===== config.mk =====
export PLATFORM = sky130hd
export DESIGN_NAME = fifo3_rd_seq
export DESIGN_NICKNAME = d
export VERILOG_FILES = /design/src/rtl/fifo3_rd_seq.sv
export SDC_FILE = /design/constraint.sdc
export NUM_CORES = 1
export LEC_CHECK = 0
export ABC_CLOCK_PERIOD_IN_PS = 1700
export BUFFER_PORTS_ARGS = -buffer_cell sky130_fd_sc_hd__buf_2
export CAP_MARGIN = 10
export CORE_MARGIN = 2
export CORE_UTILIZATION = 50
export DETAILED_ROUTE_END_ITERATION = 8
export HOLD_SLACK_MARGIN = 0.02
export PLACE_DENSITY = 0.83
export SETUP_SLACK_MARGIN = 0.15
export SYNTH_ARGS = -nofsm -noshare
export SYNTH_HDL_FRONTEND = slang
export SYNTH_SLANG_ARGS = --single-unit

===== constraint.sdc =====
create_clock -name CLK -period 1.7 [get_ports CLK]
set_input_delay 0.085 -clock CLK [delete_from_list [all_inputs] [get_ports CLK]]
set_output_delay 0.085 -clock CLK [all_outputs]
set_load 0.005 [all_outputs]

===== src/rtl/fifo3_rd_seq.sv =====
// Purpose: read-side sequencer for fifo3; pops the head entry, latches its fields and requests NSAMP SCA samples.
// Latency: POP two cycles after IDLE sees EMPTY=0, first sample one cycle later, NSAMP+4 cycles IDLE to IDLE.
// Backpressure: RDY=0 stalls sample requests; CER=0 freezes everything. Optional build macro: SKIP_SCAFULL_EN.
module fifo3_rd_seq #(
    parameter int NSAMP = 8,
    parameter int TMR   = 0
) (
    input  logic       CLK,
    input  logic       RST,
    input  logic       CER,
    input  logic       EMPTY,
    input  logic [3:0] BLKIN,
    input  logic [7:0] L1PIN,
    input  logic       LCT_PH_IN,
    input  logic       SCAFULL_IN,
    input  logic       SCND_BLK_IN,
    input  logic       SCND_SH_IN,
    input  logic       RDY,
    output logic       POP,
    output logic [3:0] BLK_ADDR,
    output logic [7:0] L1P,
    output logic       LCT_PH,
    output logic       SCAFULL,
    output logic       SCND_SH,
    output logic       SMP_STB,
    output logic [3:0] SMP_IDX,
    output logic       EVT_START,
    output logic       BLK_DONE,
    output logic       EVT_CONT,
    output logic       BUSY
);

    typedef enum logic [2:0] {
        S_IDLE = 3'd0,
        S_WAIT = 3'd1,
        S_CAP  = 3'd2,
        S_XFER = 3'd3,
        S_FIN  = 3'd4
    } state_t;

    localparam logic [3:0] LAST_IDX = 4'(NSAMP - 1);

    // Three copies of state and index; copies 1/2 only matter when TMR is set.
    state_t     st0_q, st1_q, st2_q;
    state_t     st_v, st_d;
    logic [3:0] idx0_q, idx1_q, idx2_q;
    logic [3:0] idx_v, idx_d;

    logic [3:0] blk_q;
    logic [7:0] l1p_q;
    logic       lct_q;
    logic       scaf_q;
    logic       scnd_sh_q;
    logic       scnd_blk_q;
    logic       evt_cont_q;

    function automatic logic [2:0] vote3(input logic [2:0] a, input logic [2:0] b, input logic [2:0] c);
        return (a & b) | (a & c) | (b & c);
    endfunction

    function automatic logic [3:0] vote4(input logic [3:0] a, input logic [3:0] b, input logic [3:0] c);
        return (a & b) | (a & c) | (b & c);
    endfunction

    // Majority vote over the redundant copies, or plain copy 0 without TMR.
    always_comb begin
        if (TMR != 0) begin
            st_v  = state_t'(vote3(st0_q, st1_q, st2_q));
            idx_v = vote4(idx0_q, idx1_q, idx2_q);
        end else begin
            st_v  = st0_q;
            idx_v = idx0_q;
        end
    end

    // Next-state and sample index; a corrupted voted state falls back to IDLE.
    always_comb begin
        st_d  = st_v;
        idx_d = idx_v;
        case (st_v)
            S_IDLE: begin
                if (!EMPTY) st_d = S_WAIT;
            end
            S_WAIT: begin
                // EMPTY rising here means the entry vanished: never pop it.
                st_d = EMPTY ? S_IDLE : S_CAP;
            end
            S_CAP: begin
                idx_d = 4'd0;
                st_d  = S_XFER;
`ifdef SKIP_SCAFULL_EN
                if (SCAFULL_IN) st_d = S_FIN;
`endif
            end
            S_XFER: begin
                if (RDY) begin
                    if (idx_v == LAST_IDX) st_d = S_FIN;
                    else                   idx_d = idx_v + 4'd1;
                end
            end
            S_FIN: begin
                st_d = S_IDLE;
            end
            default: begin
                st_d = S_IDLE;
            end
        endcase
    end

    // State, index and latched entry fields; CER=0 holds everything.
    always_ff @(posedge CLK) begin
        if (!RST) begin
            st0_q      <= S_IDLE;
            st1_q      <= S_IDLE;
            st2_q      <= S_IDLE;
            idx0_q     <= 4'd0;
            idx1_q     <= 4'd0;
            idx2_q     <= 4'd0;
            blk_q      <= 4'd0;
            l1p_q      <= 8'd0;
            lct_q      <= 1'b0;
            scaf_q     <= 1'b0;
            scnd_sh_q  <= 1'b0;
            scnd_blk_q <= 1'b0;
            evt_cont_q <= 1'b0;
        end else if (CER) begin
            st0_q  <= st_d;
            st1_q  <= st_d;
            st2_q  <= st_d;
            idx0_q <= idx_d;
            idx1_q <= idx_d;
            idx2_q <= idx_d;
            if (st_v == S_CAP) begin
                blk_q      <= BLKIN;
                l1p_q      <= L1PIN;
                lct_q      <= LCT_PH_IN;
                scaf_q     <= SCAFULL_IN;
                scnd_sh_q  <= SCND_SH_IN;
                scnd_blk_q <= SCND_BLK_IN;
            end
            // The event continues into the next entry only if this block said so.
            if (st_v == S_FIN) evt_cont_q <= scnd_blk_q;
        end
    end

    // Strobes are decoded from registered state and gated by the clock enable.
    always_comb begin
        POP       = CER && (st_v == S_CAP);
        EVT_START = CER && (st_v == S_CAP) && !evt_cont_q;
        SMP_STB   = CER && (st_v == S_XFER) && RDY;
        BLK_DONE  = CER && (st_v == S_FIN);
        BUSY      = (st_v != S_IDLE);
        SMP_IDX   = idx_v;
        BLK_ADDR  = blk_q;
        L1P       = l1p_q;
        LCT_PH    = lct_q;
        SCAFULL   = scaf_q;
        SCND_SH   = scnd_sh_q;
        EVT_CONT  = evt_cont_q;
    end

endmodule


==> summary by stage <==
Global routing
The number of global-route vias before repair came to 998. The largest net degree at the start of global routing is 21. The first global-routing pass estimated 4305 um of wire. The number of antenna violations at the first check in global routing is 0. The total congestion overflow is 0.

The total global routing track utilization is 21.64%.

Worst setup path
In this run the critical register-to-register path is launched from SMP_IDX[1]$_SDFFE_PN0P_. The capture instance of the worst register-to-register path is SMP_IDX[1]$_SDFFE_PN0P_. The number of cells on the worst reg-to-reg path is 4. The type of the setup path with the least slack is reg2out. For this run, the slowest stage of the critical path takes 0.38 ns. In this run the worst path has a maximum fanout of 10. The type of element capturing the critical path is a primary output. Data arrives at the worst endpoint at 1.36 ns. The launching element type of the critical path is a flop. In this run the register-to-register setup slack is 0.40 ns. The slowest stage of the critical path belongs to the cell sky130_fd_sc_hd__dfxtp_2. Together, buffers and inverters on the worst path number 2. The critical path goes through nand4bb_4, buf_4, nor2_1, buf_2. For the worst setup path, the data required time is 1.62 ns. The cell family contributing the most delay on the critical path is flip-flops.

Min path
The worst min-delay path category is in2reg. Counting instances, the worst hold path has a depth of 3. The worst hold path startpoint is RST.

The capture endpoint of the worst hold path is SMP_IDX[0]$_SDFFE_PN0P_.

STA
Setup repair after global routing left no endpoint under its margin. Based on the critical path, the design can be clocked at up to 690.2 MHz. Headroom to the max-slew limit came out at 58.69%. The setup TNS is 0 ns. For the final database, setup skew stands at 0.003296 ns. The count of final max-slew check failures was 0.

The transition time at the pin with the least slew margin is 0.6189 ns. The total setup violations reported at the end of the flow is 0. The post-layout minimum cycle time is 1.449 ns.

The count of final hold-check violations is 0. The final cycle utilization of the critical path is 85.22%.

Logic synthesis
Yosys attributes the largest share of cell area to sky130_fd_sc_hd__dfxtp_1 44%, sky130_fd_sc_hd__nand2_1 13%, sky130_fd_sc_hd__a21oi_1 8.2%, sky130_fd_sc_hd__buf_6 3.1%, sky130_fd_sc_hd__and4b_1 2.7%. Summing every instance area after synthesis gives 1101 sq um. The average footprint of a synthesized cell is 8.405 sq um.

Yosys mapped a number of flops with a built-in enable equal to 0. The synthesized netlist devotes 1.136% of its cell area to adder and majority cells. Of the synthesized area, sequential elements account for 43.64%. Synthesis produced a netlist whose cell count is 131.

sky130_fd_sc_hd__nand2_1 is the most common cell in the netlist. Counting flops and latches in the post-synthesis netlist gives 24. The proportion of netlist area held by the largest area contributor is 43.64%.

Of the total synthesized cell area, the portion taken by XOR and XNOR cells is 0%. The async set-or-reset flop fraction in the synthesized netlist is 0%. Ranked by instance count, the synthesized netlist is headed by 38 x sky130_fd_sc_hd__nand2_1, 24 x sky130_fd_sc_hd__dfxtp_1, 18 x sky130_fd_sc_hd__a21oi_1.

The number of warnings issued by yosys is 0. The simple-gate share of the synthesized area is 29.77%. The dominant cell type by area after synthesis is sky130_fd_sc_hd__dfxtp_1. The complex-gate fraction of the synthesized area is 14.09%. The share of cell area taken by muxes after synthesis is 2.727%. By area, the combinational part of the netlist is dominated by simple AND/OR/NAND/NOR gates.

The predominant post-synthesis flop cell is sky130_fd_sc_hd__dfxtp_1. The number of distinct standard cells referenced by the synthesized netlist is 34. The net count after synthesis is 153.

Cells and area
The ratio of cells with drive above 1 in the final layout is 30.53%. The layout overhead on the synthesized area is 38.30%. The final standard cell area without fillers is 1523 sq um. The net count of the finished layout is 213.

The number of antenna repair diodes is 0.

Clock tree
The clock edge transition at the registers on the reported setup and hold paths is 0.12 ns. The later pin in the worst-skew pair is clocked with a latency of 0.30 ns. The sink count of the clock tree is 24. Once the clock tree was built, the setup fixing pass inserted 0 buffers.

Buffers inserted during clock tree synthesis total 3. The buffer levels on the longest clock path is 2. The CTS root buffer is sky130_fd_sc_hd__clkbuf_4. The TritonCTS clock tree is built. The number of H-tree levels is 1.

Pwr
Dividing total power by cell area gives a power density of 660.8 nW/um^2. VDD sags by at most 411.4 uV. The leakage power is 0.6745 nW.

Drt
Once detail routing completed, the nets flagged for antenna violations numbered 0. The first-iteration detailed-routing DRC count is 29. The overall via count from detail_route is 1122. The DRC violation count after routing is 0.

Dividing the detail-routed wire length by the instance count gives 12.99 um. The average via count per standard cell is 5.171. The detailed-route wire length is 2818 um. The number of optimization iterations in the first detailed-route pass is 4.

Floorplan
The vertical die dimension is 50.93 um. The standard cell core area is 2022 sq um. The die covers 2593 sq um. The number of rows in the core area is 16. In this run the horizontal extent of the chip is 50.93 um.

Once the floorplan was initialized, standard cells occupied 54.46% of the core. During I/O placement, the number of pins put on the boundary was 46.

Placement
The area of placed instances is 1306 sq um. Detailed placement ended at an HPWL of 1764 um. The congestion estimate from routability-driven global placement came to 0.8267.

The count of buffers from port buffering is 45.

Flow run
The number of max-capacitance violations reported is 0.

Status
The run finished with clean final reports.
[placed cells by master (no fill, tap or decap), drive strengths merged]
master and instances:
dlygate4sd3 16, and4b 3, ha 1, or4 1, mux2i 3, o211ai 1, nor3 1, nand4bb 1
nand3b 2, and4bb 1, o32ai 1, o21ai 1, a31oi 2, nand3 3, nand2 38, clkbuf 4
o22ai 1, or3 1, a32oi 1, nand2b 2, nor2b 3, buf 47, inv 5, or2b 1
a21oi 19, nand4 1, and2 2, nand4b 2, nor2 2, dfxtp 24
[sequential cells by signal (all words and copies together), names as in the netlist]
register and flops:
L1P 8, BLK_ADDR 4, SMP_IDX 4, st0_q 3
EVT_CONT 1, LCT_PH 1, SCAFULL 1, SCND_SH 1
scnd_blk_q 1
[layout make-up]
class,count,area (sq um)
Clock buffer,4,36.28
Multi-Input combinational cell,94,541.8
Timing Repair Buffer,63,400.4
Fill cell,146,499.2
Tap cell,27,33.78
Inverter,5,26.28
Sequential cell,24,484.2
[through the flow]
step                hold slack, ns  worst slack, ns  power [mW]  instances  utilization (%)
finish                      0.1050           0.2512       1.006        217            75.31
global route               0.08215           0.1637       1.056        217            75.31
CTS                        0.09128           0.1501       1.008        217            75.12
detailed placement          0.3342           0.2719      0.6937        197            64.60
global placement            0.3263           0.3486      0.6896        197            64.60
floorplan                   0.2067           0.5299      0.6576        131                -
[metal layers]
metal	GRT usage, %	up-vias	share of wire, %	wire length [um]
met5	0	-	0	0
met4	7.207	0	1.6	46
met3	4.386	6	6.0	170
met2	36.58	45	50	1402
met1	27.34	510	43	1199
li1	-	561	-	-
[worst reg2reg max path, stage by stage (launching register included)]
cell                       delay, ns
sky130_fd_sc_hd__dfxtp_1        0.43
sky130_fd_sc_hd__ha_1           0.24
sky130_fd_sc_hd__nand3b_1       0.17
sky130_fd_sc_hd__a21oi_4        0.21
sky130_fd_sc_hd__mux2i_1        0.20
[timing repair]
action | in CTS | in global routing
pin swaps | 0 | 1
hold buffers | 16 | 0
gates resized for setup | 2 | 3
setup endpoints to repair | 2 | 3
endpoints found under the hold margin | 16 | 0
[where the power goes]
part	leakage (nW)	total [mW]	switching [mW]	internal [mW]
Combinational	0.458	0.129	0.0567	0.0719
Sequential	0.195	0.590	0.0146	0.575
Clock	0.0210	0.288	0.157	0.130
[cell families (layout without fill, tap and decap cells)]
logic type / Yosys count / count (layout)
buf+inv: 13 / 72
compound gates: 26 / 26
mux: 3 / 3
fa+ha+maj: 1 / 1
flops: 24 / 24
simple gates: 64 / 64
[worst max-delay path by stage]
stage                             from                       end  slack (ns)  depth (start not counted)
6_report         st0_q[2]$_SDFFE_PN0P_                 EVT_START        0.25                          4
5_1_grt          st0_q[2]$_SDFFE_PN0P_                 EVT_START        0.16                          4
4_1_cts          st0_q[1]$_SDFFE_PN0P_                   SMP_STB        0.15                          3
3_5_place_dp     st0_q[0]$_SDFFE_PN0P_  BLK_ADDR[3]$_SDFFE_PN0P_        0.27                          4
3_3_place_gp     st0_q[0]$_SDFFE_PN0P_       L1P[4]$_SDFFE_PN0P_        0.35                          4
2_1_floorplan  SMP_IDX[0]$_SDFFE_PN0P_   SMP_IDX[0]$_SDFFE_PN0P_        0.53                          4
Note: power is estimated with default switching activity, not from simulation.
